**config.mk**
```make
export PLATFORM = sky130hd
export DESIGN_NAME = imm_decode_ctrl
export DESIGN_NICKNAME = d
export VERILOG_FILES = /design/src/rtl/imm_ctrl_pkg.sv /design/src/rtl/imm_fmt_decode.sv /design/src/rtl/imm_decode_ctrl.sv
export SDC_FILE = /design/constraint.sdc
export NUM_CORES = 1
export LEC_CHECK = 0
export BUFFER_PORTS_ARGS = -buffer_cell sky130_fd_sc_hd__buf_2
export CAP_MARGIN = 20
export CORE_MARGIN = 1.5
export CORE_UTILIZATION = 45
export CTS_BUF_LIST = sky130_fd_sc_hd__clkbuf_2
export DETAILED_ROUTE_END_ITERATION = 10
export GPL_ROUTABILITY_DRIVEN = 0
export PLACE_DENSITY = 0.84
export SYNTH_ARGS = -nofsm -noshare
export SYNTH_HDL_FRONTEND = slang
export SYNTH_SLANG_ARGS = --single-unit
```
**constraint.sdc**
```tcl
create_clock -name clk -period 3.8 [get_ports clk]
set_input_delay 0.19 -clock clk [delete_from_list [all_inputs] [get_ports clk]]
set_output_delay 0.19 -clock clk [all_outputs]
set_load 0.005 [all_outputs]
```
**src/rtl/imm_ctrl_pkg.sv**
```systemverilog
// imm_ctrl_pkg: shared opcode constants, FSM state, format and select types
//   for the decode-stage immediate controller.
// Latency: n/a (types and pure functions only).
// Backpressure: n/a.
// Contents: OPC_W, opcode localparams, state_e {RUN, STALL, FLUSH},
//   fmt_e (immediate format class), sel_t (one-hot select bundle),
//   opc_to_fmt() and fmt_to_sel() helpers.
package imm_ctrl_pkg;

  // Opcode field width, fixed by the ISA.
  localparam int OPC_W = 7;

  localparam logic [OPC_W-1:0] OPC_LOAD   = 7'b0000011;
  localparam logic [OPC_W-1:0] OPC_OPIMM  = 7'b0010011;
  localparam logic [OPC_W-1:0] OPC_JALR   = 7'b1100111;
  localparam logic [OPC_W-1:0] OPC_SYSTEM = 7'b1110011;
  localparam logic [OPC_W-1:0] OPC_STORE  = 7'b0100011;
  localparam logic [OPC_W-1:0] OPC_BRANCH = 7'b1100011;
  localparam logic [OPC_W-1:0] OPC_LUI    = 7'b0110111;
  localparam logic [OPC_W-1:0] OPC_AUIPC  = 7'b0010111;
  localparam logic [OPC_W-1:0] OPC_JAL    = 7'b1101111;
  localparam logic [OPC_W-1:0] OPC_OP     = 7'b0110011;

  // Controller sequencing state.
  typedef enum logic [1:0] {
    RUN   = 2'd0,
    STALL = 2'd1,
    FLUSH = 2'd2
  } state_e;

  // Immediate format class of an opcode. FMT_BAD marks opcodes outside
  // the supported set.
  typedef enum logic [2:0] {
    FMT_R   = 3'd0,
    FMT_I   = 3'd1,
    FMT_S   = 3'd2,
    FMT_SB  = 3'd3,
    FMT_U   = 3'd4,
    FMT_UJ  = 3'd5,
    FMT_BAD = 3'd6
  } fmt_e;

  // One-hot format selects toward the immediate generator.
  typedef struct packed {
    logic iload;
    logic s;
    logic sb;
    logic u;
    logic uj;
  } sel_t;

  function automatic fmt_e opc_to_fmt(input logic [OPC_W-1:0] opc);
    fmt_e f;
    unique case (opc)
      OPC_LOAD, OPC_OPIMM, OPC_JALR, OPC_SYSTEM: f = FMT_I;
      OPC_STORE:                                 f = FMT_S;
      OPC_BRANCH:                                f = FMT_SB;
      OPC_LUI, OPC_AUIPC:                        f = FMT_U;
      OPC_JAL:                                   f = FMT_UJ;
      OPC_OP:                                    f = FMT_R;
      default:                                   f = FMT_BAD;
    endcase
    return f;
  endfunction

  // Each format maps to at most one select bit, so the result is one-hot
  // or all zero by construction.
  function automatic sel_t fmt_to_sel(input fmt_e f);
    sel_t s;
    s = '0;
    unique case (f)
      FMT_I:   s.iload = 1'b1;
      FMT_S:   s.s     = 1'b1;
      FMT_SB:  s.sb    = 1'b1;
      FMT_U:   s.u     = 1'b1;
      FMT_UJ:  s.uj    = 1'b1;
      default: s       = '0;
    endcase
    return s;
  endfunction

endpackage

```
**src/rtl/imm_fmt_decode.sv**
```systemverilog
// imm_fmt_decode: opcode -> one-hot immediate-format selects (+illegal flag).
// Latency: 0 cycles, purely combinational.
// Backpressure: none; the caller decides when the result is captured.
// Ports: i_opcode (OPC_W) in; o_sel (sel_t) out; o_illegal out.
// Macro IMM_ILLEGAL_TRAP_EN: when defined, unsupported opcodes raise
//   o_illegal; otherwise they decode as R-type and o_illegal stays 0.
module imm_fmt_decode
  import imm_ctrl_pkg::*;
(
  input  logic [OPC_W-1:0] i_opcode,
  output sel_t             o_sel,
  output logic             o_illegal
);

  fmt_e w_fmt;

  assign w_fmt = opc_to_fmt(i_opcode);
  // FMT_BAD yields all-zero selects, which is also the R-type result.
  assign o_sel = fmt_to_sel(w_fmt);

`ifdef IMM_ILLEGAL_TRAP_EN
  assign o_illegal = (w_fmt == FMT_BAD);
`else
  assign o_illegal = 1'b0;
`endif

endmodule

```
**src/rtl/imm_decode_ctrl.sv**
```systemverilog
// imm_decode_ctrl: decode-stage sequencer feeding the immediate generator and
//   the ID/EX boundary; sequences load-use stalls and branch flushes.
// Latency: 1 cycle from an accepted instruction to its registered selects.
// Backpressure: inst_ready drops while stalling/flushing, on hazard or branch
//   inputs, and while a live entry is waiting for ex_ready.
// Ports: clk, rst (sync, active-high); inst_valid/inst_ready/inst fetch
//   handshake; load_use_hz, branch_taken, ex_ready sequencing inputs;
//   imm_inst, ILoad/S/SB/U/UJ, nop, dec_valid, illegal decode outputs.
// Macro IMM_ILLEGAL_TRAP_EN: latches an illegal flag for unsupported opcodes.
module imm_decode_ctrl
  import imm_ctrl_pkg::*;
#(
  // Bubble cycles inserted after branch_taken; must be at least 1.
  parameter int FLUSH_CYCLES = 2
) (
  input  logic        clk,
  input  logic        rst,
  input  logic        inst_valid,
  output logic        inst_ready,
  input  logic [31:0] inst,
  input  logic        load_use_hz,
  input  logic        branch_taken,
  input  logic        ex_ready,
  output logic [24:0] imm_inst,
  output logic        ILoad,
  output logic        S,
  output logic        SB,
  output logic        U,
  output logic        UJ,
  output logic        nop,
  output logic        dec_valid,
  output logic        illegal
);

  // Counter holds FLUSH_CYCLES-1 down to 0, so clog2(FLUSH_CYCLES) bits do.
  localparam int CNT_W = (FLUSH_CYCLES > 1) ? $clog2(FLUSH_CYCLES) : 1;
  localparam logic [CNT_W-1:0] CNT_LOAD = CNT_W'(FLUSH_CYCLES - 1);

  state_e           r_state;
  logic             r_dec_valid;
  logic [24:0]      r_imm_inst;
  sel_t             r_sel;
  logic             r_illegal;
  logic [CNT_W-1:0] r_cnt;

  sel_t             w_sel;
  logic             w_illegal;
  logic             w_inst_ready;
  logic             w_accept;

  imm_fmt_decode u_fmt_decode (
    .i_opcode  (inst[OPC_W-1:0]),
    .o_sel     (w_sel),
    .o_illegal (w_illegal)
  );

  // A live entry blocks a new one until EX takes it; the hazard and branch
  // terms keep a same-cycle event from racing an accept.
  assign w_inst_ready = (r_state == RUN) & ~load_use_hz & ~branch_taken &
                        (ex_ready | ~r_dec_valid);
  assign w_accept     = inst_valid & w_inst_ready;

  always_ff @(posedge clk) begin
    if (rst) begin
      r_state     <= RUN;
      r_dec_valid <= 1'b0;
      r_imm_inst  <= '0;
      r_sel       <= '0;
      r_illegal   <= 1'b0;
      r_cnt       <= '0;
    end else if (branch_taken) begin
      // Taken branch wins from any state; re-entering FLUSH reloads the
      // counter so the bubble window restarts.
      r_state     <= FLUSH;
      r_dec_valid <= 1'b0;
      r_imm_inst  <= '0;
      r_sel       <= '0;
      r_illegal   <= 1'b0;
      r_cnt       <= CNT_LOAD;
    end else begin
      unique case (r_state)
        RUN: begin
          if (load_use_hz) begin
            // Decode register is frozen; it is re-presented after the stall.
            r_state <= STALL;
          end else if (w_accept) begin
            r_dec_valid <= 1'b1;
            r_imm_inst  <= inst[31:7];
            r_sel       <= w_sel;
            r_illegal   <= w_illegal;
          end else if (ex_ready && r_dec_valid) begin
            // Drain: EX consumed the entry and nothing replaces it.
            r_dec_valid <= 1'b0;
            r_illegal   <= 1'b0;
          end
        end
        STALL: begin
          if (!load_use_hz) begin
            r_state <= RUN;
          end
        end
        FLUSH: begin
          if (r_cnt == '0) begin
            r_state <= RUN;
          end else begin
            r_cnt <= r_cnt - CNT_W'(1);
          end
        end
        default: r_state <= RUN;
      endcase
    end
  end

  assign inst_ready = w_inst_ready;
  assign dec_valid  = r_dec_valid;
  assign imm_inst   = r_imm_inst;
  assign ILoad      = r_sel.iload;
  assign S          = r_sel.s;
  assign SB         = r_sel.sb;
  assign U          = r_sel.u;
  assign UJ         = r_sel.uj;
  assign illegal    = r_illegal;
  // Built only from registers: no input reaches nop combinationally.
  assign nop        = ~r_dec_valid | (r_state != RUN);

  // Selects are loaded only from fmt_to_sel() or cleared.
  a_sel_onehot0 : assert property (@(posedge clk) disable iff (rst)
                                   $onehot0(r_sel));

endmodule
```
---- Yosys cells after proc, flatten, opt, wreduce, memory -nomap -nowiden ----
Cells that the tools add are included.
word-level totals
  bits in registers ....................... 35
  input bits .............................. 38
  output and inout port bits .............. 34
  word-level logic and storage cells ...... 73
cells by class
  add/subtract/negate cells ............... 1
  eq/ne operators ......................... 23
  muxes and demuxes ....................... 17
  bitwise operators ....................... 9
  reductions and logical operators ........ 12
operator list
  cell                                                              count
  7-bit == test (second input constant)                             4
  7-bit by 6-bit == test with 1-bit output (second input constant)  3
  3-bit case mux with 6 select lines                                1
  7-bit by 5-bit == test with 1-bit output (second input constant)  2
  3-bit AND reduction                                               4
  1-bit two-way mux                                                 11
  3-bit != test (second input constant)                             3
  2-bit two-way mux                                                 4
  7-bit by 2-bit == test with 1-bit output (second input constant)  1
  3-bit by 2-bit == test with 1-bit output (second input constant)  2
  3-bit == test (second input constant)                             2
  2-bit != test (second input constant)                             3
  2-bit case mux with 3 select lines                                1
  2-bit nonzero test                                                3
  1-bit bitwise AND                                                 4
  2-bit OR reduction                                                2
  4-bit OR reduction                                                1
  3-bit by 1-bit == test with 1-bit output (second input constant)  1
  1-bit inverter                                                    3
  2-bit by 1-bit == test with 1-bit output (second input constant)  1
  2-bit == test (second input constant)                             1
  2-bit zero test                                                   1
  1-bit bitwise OR                                                  2
  1-bit logical AND                                                 1
  1-bit subtractor (second input constant)                          1

---- Longest topological paths before layout ----
Gate-level depths: netlist of the first run.
  depth after elaboration ................. 7
  depth in mapped cells ................... 6
  gate-level depth less buffers ........... 4

---- Hierarchy ----
A second synthesis of the first run with hierarchy kept.
unflattened totals
  cell total of the unflattened synthesis .. 193
  area total of the unflattened synthesis .. 1,627.8 um^2
modules (own cells, without submodules)
  module           instances  cells each  area each (um^2)  seq. area each (um^2)
  imm_decode_ctrl  1          178         1,535.2           700.7
  imm_fmt_decode   1          15          92.6              0.0

---- Worst setup path before layout of the first run ----
OpenSTA, ideal clock, no wires.
  kind .................................... reg2reg
  from .................................... reg r_state[1]
  to ...................................... reg r_sel, in the netlist U
  library setup time ...................... 0.070 ns
  arrival ................................. 1.289 ns
  data required time ...................... 3.730 ns
  path slack .............................. 2.440 ns
  cell stages (with the launch flop) ...... 5
  path buffers ............................ 0
  clock period less this slack ............ 1.360 ns
  path through ............................ dfxtp_1 > nor3_4 > nand3_2 > or4_1 > a21oi_1
between the ends
  word-level cells in the longest chain between the ends .. 6
RTL lines
  item                             line                                          source
  start: declaration               imm_decode_ctrl.sv:39                         state_e r_state;
  start signal: assignment         imm_decode_ctrl.sv:65                         r_state <= RUN;
  start signal: assignment         imm_decode_ctrl.sv:74                         r_state <= FLUSH;
  start signal: assignment         imm_decode_ctrl.sv:85                         r_state <= STALL;
  2-bit zero test *                imm_decode_ctrl.sv:59, imm_decode_ctrl.sv:81
  1-bit bitwise AND (3 in series)  imm_decode_ctrl.sv:59                         assign w_inst_ready = (r_state == RUN) & ~load_use_hz & ~branch_taken &
  1-bit bitwise AND                imm_decode_ctrl.sv:61                         assign w_accept = inst_valid & w_inst_ready;
  3-bit AND reduction (no line) *  n/a
  end signal: assignment           imm_decode_ctrl.sv:89                         r_sel <= w_sel;
  end: declaration                 imm_decode_ctrl.sv:42                         sel_t r_sel;
Every way passes the cells marked *; elsewhere a longest branch is shown, timed or not.
A chain may end at the register's enable or synchronous reset.

---- Final worst setup path of the first run ----
Ends and elaborated chain as after synthesis.

==> flow_summary.json, run 1 <==
{
  "critical_path.startpoint_type": "register",
  "outcome": "finished clean",
  "detailed_router_s_first_iteration_violation_count": 75,
  "fraction_of_synthesized_cell_area_taken_by_the_top_area_cell_type_pct": 51.81,
  "synth_cells": 167,
  "synth_enable_flop_cells": 0,
  "groute.usage.overall_pct": 19.00,
  "hpwl_mm": 1.991,
  "via_count_of_the_first_global_routing_pass": 1169,
  "antenna_cells": 0,
  "antenna_found_initial": 0,
  "top_level_ports": 72,
  "post-route-period-util_pct": 53.36,
  "worstMarginPinSlew_ns": 0.9472,
  "largest_cells_by_area_after_synthesis": "sky130_fd_sc_hd__dfxtp_1, sky130_fd_sc_hd__nand2_1, sky130_fd_sc_hd__a21oi_1",
  "cts_hold_repair.buffers": 6,
  "p_leak_nw": 0.8179,
  "post-route-util_pct": 66.11,
  "nNetsFinal": 279,
  "drv_slew": 0,
  "setup.worst_path.end_class": "register",
  "finalSetupViolations": 0,
  "sequential_share_of_the_synthesized_area_pct": 51.81,
  "placement_rows": 19,
  "maxSlewHeadroom_pct": 36.85,
  "synthesis.nets": 205,
  "clock_insertion_delay_at_the_later_pin_of_the_skew_report_ns": 0.38,
  "cts_setup_buffers": 0,
  "yosysWarningCount": 0,
  "finalWorstPathRequiredPeriod_ns": 2.028,
  "ys_async_sr_fraction_pct": 0,
  "core_region_area_mm2": 0.002758,
  "required_ns": 4.11,
  "h_tree_depth": 2,
  "worst_setup_hold_path_clk_slew_ns": 0.18,
  "worst_hold_slack_ns": 0.02853,
  "die_h_um": 57.03,
  "fin_total_pwr_mw": 0.7211,
  "path_class": "register to register",
  "critPathSlowestCell": "sky130_fd_sc_hd__or4_1",
  "drt-total-wl_mm": 3.010,
  "cts.sink_count": 34,
  "yosysUniqueCellTypes": 28,
  "via_count": 1345,
  "drt-wirelength-per-cell_um": 11.03,
  "max_freq_mhz": 493.2,
  "areal_power_density_over_the_cells_mw_per_mm2": 395.6,
  "clock_skew_ns": 0.01822,
  "die-width_um": 57.03,
  "grt-ovfl-total": 0,
  "ratio_of_cells_with_drive_above_1_in_the_final_layout_pct": 33.47,
  "initial_core_util_pct": 47.64,
  "irDropWorstVdd_uv": 432.4,
  "yosys_register_bits": 34,
  "detail-route-antenna-nets": 0,
  "worstPathMaxFanout": 33,
  "cp.arrival_ns": 2.34,
  "ys_dominant_reg_cell": "sky130_fd_sc_hd__dfxtp_1",
  "synth_to_final_area_change_pct": 38.76,
  "detail_route.vias_per_cell": 4.927,
  "largest_net_degree_at_the_start_of_global_routing": 34,
  "syn_avg_cell_area_um2": 7.867,
  "post_cts_resize_count": 0,
  "layout_commonest_cell": "sky130_fd_sc_hd__buf_2",
  "clockBufferDepth": 2,
  "numPortBuffers": 70,
  "hp-class": "primary input to register",
  "cap_viol_max_count": 0,
  "cts_tree": "built",
  "synthDominantAreaCellType": "sky130_fd_sc_hd__dfxtp_1",
  "top_library_cells_by_usage_in_the_layout_fill_and_taps_aside": "sky130_fd_sc_hd__buf_2, sky130_fd_sc_hd__nand2_1, sky130_fd_sc_hd__dfxtp_1",
  "post_dp_cell_area_mm2": 0.001654,
  "grt_pass1_wl_mm": 4.774,
  "ctsRootBufferMaster": "sky130_fd_sc_hd__clkbuf_2",
  "post_synth_instance_area_mm2": 0.001314,
  "fin_setup_tns_ns": 0,
  "critPathMaxStageDelay_ns": 0.68,
  "route.detailed.drc": 0,
  "cts_buffers": 5,
  "total_die_area_mm2": 0.003252,
  "place_inst": 257,
  "final_design_area_no_fill_mm2": 0.001823,
  "critical_path.cell_chain": "nor3_4 > nand3_2 > or4_1 > a21oi_1",
  "final-instance-count-excl-fill": 273,
  "layout_setup_ws_ns": 1.772,
  "detail_route.first_pass.iterations": 4,
  "hold_viol": 0,
  "post-place-ws_ns": 1.795,
  "grt_setup_unrepaired": "no"
}
state kept, by name (all words and copies together), names as in the netlist:
| register | flops |
|---|---|
| imm_inst | 25 |
| r_state | 2 |
| ILoad | 1 |
| S | 1 |
| SB | 1 |
| U | 1 |
| UJ | 1 |
| dec_valid | 1 |
| r_cnt | 1 |
Yosys cell counts (2+ instances only):
| library cell | count |
|---|---|
| sky130_fd_sc_hd__a21oi_1 | 30 |
| sky130_fd_sc_hd__and3_1 | 3 |
| sky130_fd_sc_hd__buf_2 | 3 |
| sky130_fd_sc_hd__clkbuf_1 | 7 |
| sky130_fd_sc_hd__dfxtp_1 | 34 |
| sky130_fd_sc_hd__inv_1 | 2 |
| sky130_fd_sc_hd__nand2_1 | 59 |
| sky130_fd_sc_hd__nand2b_1 | 2 |
| sky130_fd_sc_hd__nand3b_1 | 2 |
| sky130_fd_sc_hd__nor2_1 | 7 |
power by group:
group          total (mW)  switching [mW]  internal, mW
registers           0.365         0.00356         0.362
logic              0.0611          0.0307        0.0304
clock network       0.295           0.119         0.175
worst paths after layout:
path,from,end,slack [ns],depth (start not counted)
max,r_state[1],U,1.77,4
min,inst[25],imm_inst[18],0.03,3
max reg2reg,r_state[1],U,1.77,4
min reg2reg,imm_inst[11],imm_inst[11],0.47,2
cell type report:
| cell class | instances | area (um^2) |
|---|---|---|
| Inverter | 2 | 7.507 |
| Tap cell | 31 | 38.79 |
| Sequential cell | 34 | 680.7 |
| Multi-Input combinational cell | 120 | 576.8 |
| Clock buffer | 5 | 25.02 |
| Fill cell | 235 | 934.6 |
| Clock inverter | 3 | 63.81 |
| Timing Repair Buffer | 78 | 430.4 |
routing by layer:
layer / track usage (%) / share of wire (%) / up-vias
met2: 32.18 / 47 / 54
met4: 6.977 / 0.93 / 0
met5: 0 / 0 / -
li1: - / - / 696
met1: 21.12 / 43 / 590
met3: 8.390 / 9.1 / 5
worst max-delay path, delay by kind of cell, from the launching register on:
kind,cells,cell delay (ns)
flip-flops,1,0.40
AND/OR/NAND/NOR,3,1.42
AO/OA/AOI/OAI,1,0.14
kinds of logic after synthesis:
group / share of synthesized area [%]
simple gates: 28.67
buf+inv: 4.286
other cells: 0.2854
flops: 51.81
compound gates: 14.95
No activity file was read; power rests on OpenSTA's default activity.
==> run 2, diff against run 1 <==
==> constraint.sdc (replaced) <==
create_clock -name clk -period 2.1 [get_ports clk]
set_input_delay 0.105 -clock clk [delete_from_list [all_inputs] [get_ports clk]]
set_output_delay 0.105 -clock clk [all_outputs]
set_load 0.005 [all_outputs]
==> flow_summary.json, run 2 (synthesis gave the netlist of run 1 again) <==
{
  "hold_viol": 0,
  "top_level_ports": 72,
  "final-instance-count-excl-fill": 295,
  "cp.arrival_ns": 1.79,
  "die_h_um": 57.03,
  "max_freq_mhz": 673.5,
  "worstPathMaxFanout": 6,
  "outcome": "finished clean",
  "nNetsFinal": 301,
  "p_leak_nw": 0.9049,
  "post-route-period-util_pct": 70.71,
  "numPortBuffers": 70,
  "grt-ovfl-total": 0,
  "via_count": 1450,
  "areal_power_density_over_the_cells_mw_per_mm2": 611.4,
  "place_inst": 261,
  "irDropWorstVdd_uv": 736.3,
  "clock_insertion_delay_at_the_later_pin_of_the_skew_report_ns": 0.37,
  "finalSetupViolations": 0,
  "worst_setup_hold_path_clk_slew_ns": 0.18,
  "post_cts_resize_count": 0,
  "route.detailed.drc": 0,
  "cts_setup_buffers": 0,
  "ctsRootBufferMaster": "sky130_fd_sc_hd__clkbuf_2",
  "cts_tree": "built",
  "cts_buffers": 5,
  "top_library_cells_by_usage_in_the_layout_fill_and_taps_aside": "sky130_fd_sc_hd__buf_2, sky130_fd_sc_hd__nand2_1, sky130_fd_sc_hd__dfxtp_1",
  "fin_setup_tns_ns": 0,
  "detail-route-antenna-nets": 0,
  "h_tree_depth": 2,
  "detailed_router_s_first_iteration_violation_count": 37,
  "worstMarginPinSlew_ns": 0.6052,
  "drv_slew": 0,
  "detail_route.vias_per_cell": 4.915,
  "total_die_area_mm2": 0.003252,
  "initial_core_util_pct": 47.64,
  "grt_setup_unrepaired": "no",
  "detail_route.first_pass.iterations": 4,
  "critical_path.startpoint_type": "register",
  "n_fill_cell": 216,
  "setup.worst_path.end_class": "register",
  "layout_setup_ws_ns": 0.6151,
  "placement_rows": 19,
  "clock_skew_ns": 0.02189,
  "finalWorstPathRequiredPeriod_ns": 1.485,
  "drt-wirelength-per-cell_um": 11.99,
  "core_region_area_mm2": 0.002758,
  "via_count_of_the_first_global_routing_pass": 1392,
  "hpwl_mm": 2.108,
  "antenna_cells": 0,
  "fin_total_pwr_mw": 1.229,
  "drt-total-wl_mm": 3.538,
  "die-width_um": 57.03,
  "grt_pass1_wl_mm": 5.837,
  "path_class": "register to register",
  "hp-class": "primary input to register",
  "required_ns": 2.41,
  "largest_net_degree_at_the_start_of_global_routing": 32,
  "ratio_of_cells_with_drive_above_1_in_the_final_layout_pct": 32.58,
  "layout_commonest_cell": "sky130_fd_sc_hd__buf_2",
  "cap_viol_max_count": 0,
  "antenna_found_initial": 0,
  "post-place-ws_ns": 0.5980,
  "maxSlewHeadroom_pct": 59.65,
  "groute.usage.overall_pct": 23.08,
  "largest_register_ffs": 25,
  "cts.sink_count": 34,
  "synth_to_final_area_change_pct": 52.95,
  "clockBufferDepth": 2
}
run 2: power breakdown:
group / total, mW / internal [mW] / switching, mW
registers: 0.661 / 0.655 / 0.00627
clock network: 0.423 / 0.213 / 0.210
logic: 0.145 / 0.0802 / 0.0646
total: 1.23 / 0.948 / 0.281
run 2: worst max-delay path: stages, from the launching register on:
cell and delay [ns]:
sky130_fd_sc_hd__dfxtp_1 0.39, sky130_fd_sc_hd__nor3_4 0.23, sky130_fd_sc_hd__nand3_2 0.16, sky130_fd_sc_hd__or4_1 0.52
sky130_fd_sc_hd__a21oi_1 0.16
run 2: per-layer routing:
metal	up-vias	share of wire [%]	track usage, %
met5	-	0	0
met4	0	0.90	8.970
met3	4	7.5	6.576
met2	60	49	41.38
met1	646	42	25.72
li1	740	-	-
run 2: repair_timing:
item,in CTS,in global routing
hold buffers,26,0
endpoints found under the setup margin,0,0
endpoints found under the hold margin,27,0
run 2: cell type report:
| cell class | count | area, um^2 | share of cell area, % |
|---|---|---|---|
| sequential | 34 | 680.7 | 33.87 |
| timing repair buffer | 100 | 640.6 | 31.88 |
| multi-input combinational | 120 | 576.8 | 28.70 |
| tap | 31 | 38.79 | 1.930 |
| clock buffer | 7 | 35.03 | 1.743 |
| clock inverter | 1 | 30.03 | 1.494 |
| inverter | 2 | 7.507 | 0.3736 |
run 2: worst paths after layout:
path                     from           to  slack, ns  cells after the start
hold reg to reg   imm_inst[5]  imm_inst[5]       0.46                      2
setup reg to reg   r_state[1]            U       0.62                      4
setup / recovery   r_state[1]            U       0.62                      4
hold / removal        inst[6]           SB       0.02                      3
run 2: stage by stage:
step | utilization [%] | instance area, um^2 | hold WS [ns]
CTS | 72.87 | 2009 | 0.001735
detailed placement | 61.07 | 1684 | 0.3142
global route | 72.87 | 2009 | 0.004989
global placement | 61.07 | 1684 | 0.3109
finish | 72.87 | 2009 | 0.02478
floorplan | - | 1314 | 0.1774
==> run 3, diff against run 2 <==
==> constraint.sdc (replaced) <==
create_clock -name clk -period 1.6 [get_ports clk]
set_input_delay 0.08 -clock clk [delete_from_list [all_inputs] [get_ports clk]]
set_output_delay 0.08 -clock clk [all_outputs]
set_load 0.005 [all_outputs]
==> flow_summary.json, run 3 (synthesis gave the netlist of run 1 again) <==
{
  "groute.usage.overall_pct": 24.12,
  "multi_input_comb_area_um2": 581.8,
  "critical_path.startpoint_type": "primary input",
  "irDropWorstVdd_uv": 801.2,
  "worst_path_dominant_cell_family": "buffers and inverters",
  "post-route-period-util_pct": 90.22,
  "crit_buf_inv": 3,
  "setup.worst_path.end_class": "register",
  "detail-route-antenna-nets": 0,
  "fin_setup_tns_ns": 0,
  "detail_route.first_pass.iterations": 4,
  "worst_setup_hold_path_clk_slew_ns": 0.17,
  "hpwl_mm": 2.090,
  "die-width_um": 57.03,
  "finalWorstPathRequiredPeriod_ns": 1.444,
  "top_library_cells_by_usage_in_the_layout_fill_and_taps_aside": "sky130_fd_sc_hd__buf_2, sky130_fd_sc_hd__nand2_1, sky130_fd_sc_hd__dfxtp_1",
  "maxSlewHeadroom_pct": 61.34,
  "cts_buffers": 5,
  "drv_slew": 0,
  "outcome": "finished clean",
  "layout_commonest_cell": "sky130_fd_sc_hd__buf_2",
  "via_count_of_the_first_global_routing_pass": 1423,
  "power.switching_mw": 0.3868,
  "cp.arrival_ns": 1.73,
  "power.share.sequential_pct": 48.9,
  "pwr-share-comb_pct": 11.2,
  "placement_rows": 19,
  "initial_core_util_pct": 47.64,
  "nNetsFinal": 306,
  "detailed_router_s_first_iteration_violation_count": 40,
  "cts_tree": "built",
  "clockBufferDepth": 2,
  "clock_power_share_pct": 39.9,
  "ratio_of_cells_with_drive_above_1_in_the_final_layout_pct": 32.34,
  "h_tree_depth": 2,
  "antenna_cells": 0,
  "synth_to_final_area_change_pct": 59.05,
  "holdPathStages": 4,
  "detail_route.vias_per_cell": 4.953,
  "grt_pass1_wl_mm": 5.996,
  "drt-wirelength-per-cell_um": 12.26,
  "via_count": 1486,
  "total_die_area_mm2": 0.003252,
  "required_ns": 1.89,
  "post-route-util_pct": 75.77,
  "p_leak_nw": 0.9347,
  "cp.depth": 7,
  "ctsRootBufferMaster": "sky130_fd_sc_hd__clkbuf_2",
  "p_int_mw": 1.390,
  "post_dp_cell_area_mm2": 0.001684,
  "final-instance-count-excl-fill": 300,
  "die_h_um": 57.03,
  "grt-ovfl-total": 0,
  "core_region_area_mm2": 0.002758,
  "worstMarginPinSlew_ns": 0.5799,
  "clock_insertion_delay_at_the_later_pin_of_the_skew_report_ns": 0.38,
  "route.detailed.drc": 0,
  "path_class": "primary input to register",
  "hp-class": "primary input to register",
  "seq_area_um2": 681.9,
  "cts.sink_count": 34,
  "grt_setup_unrepaired": "no",
  "n_fill_cell": 206,
  "place_inst": 261,
  "hold_viol": 0,
  "final_design_area_no_fill_mm2": 0.002090,
  "cts_setup_buffers": 0,
  "worst-r2r-cell-count": 5,
  "critical_path.cell_chain": "dlygate4sd3_1 > buf_2 > nor2b_1 > nand3_2 > buf_4 > and3_1 > a31o_2",
  "antenna_found_initial": 0,
  "top_level_ports": 72,
  "max_freq_mhz": 692.8,
  "clock_skew_ns": 0.01341,
  "worstPathMaxFanout": 16,
  "areal_power_density_over_the_cells_mw_per_mm2": 850.4,
  "largest_net_degree_at_the_start_of_global_routing": 32,
  "finalSetupViolations": 0,
  "drt-total-wl_mm": 3.677,
  "largest_register_ffs": 25,
  "critPathSlowestCell": "sky130_fd_sc_hd__dlygate4sd3_1",
  "cap_viol_max_count": 0,
  "netSwitchingFraction_pct": 21.77,
  "numPortBuffers": 70,
  "critPathMaxStageDelay_ns": 0.54
}
## run 3: power by group through the flow
stage / registers, mW / logic, mW / clock network [mW]
final: 0.868 / 0.200 / 0.709
after global routing: 0.871 / 0.219 / 0.769
after CTS: 0.868 / 0.194 / 0.717
after detailed placement: 0.885 / 0.136 / 0
after global placement: 0.885 / 0.134 / 0
after floorplan: 0.886 / 0.0636 / 0
## run 3: layout make-up
cell class,instances,area share [%]
clock buffer,5,1.198
clock inverter,3,3.054
inverter,2,0.3593
multi-input combinational,120,27.84
sequential,34,32.63
tap,31,1.856
timing repair buffer,105,33.05
## run 3: layer usage
metal  vias up  GRT usage, %  share of wire, %
li1        748             -                 -
met2        63         43.51                51
met3         6         8.390               6.4
met5         -             0                 0
met4         0         9.635               1.1
met1       669         25.57                42
## run 3: worst paths after layout
kind | start | slack, ns | end
hold / removal | inst[2] | 0.04 | U
hold reg to reg | imm_inst[5] | 0.46 | imm_inst[5]
setup reg to reg | r_state[0] | 0.16 | ILoad
setup / recovery | branch_taken | 0.16 | ILoad
## run 3: timing repair
item / CTS / global route
setup endpoints to repair: 0 / 3
hold buffers: 31 / 0
endpoints found under the hold margin: 30 / 0
gates resized for setup: 0 / 2
## run 3: stage by stage
step	power (mW)	hold WS (ns)	setup slack (ns)
global route	1.859	0.01680	0.02336
global placement	1.019	0.2868	0.2186
finish	1.777	0.03949	0.1565
detailed placement	1.021	0.2893	0.1703
CTS	1.780	0.02271	0.07719
floorplan	0.9492	0.1524	0.2403
## run 3: worst register-to-register path, stage by stage (launching register included)
cell and delay (ns):
sky130_fd_sc_hd__dfxtp_1 0.38, sky130_fd_sc_hd__nor3_4 0.24, sky130_fd_sc_hd__nand3_2 0.11, sky130_fd_sc_hd__buf_4 0.21, sky130_fd_sc_hd__and3_1 0.20, sky130_fd_sc_hd__a31o_2 0.21
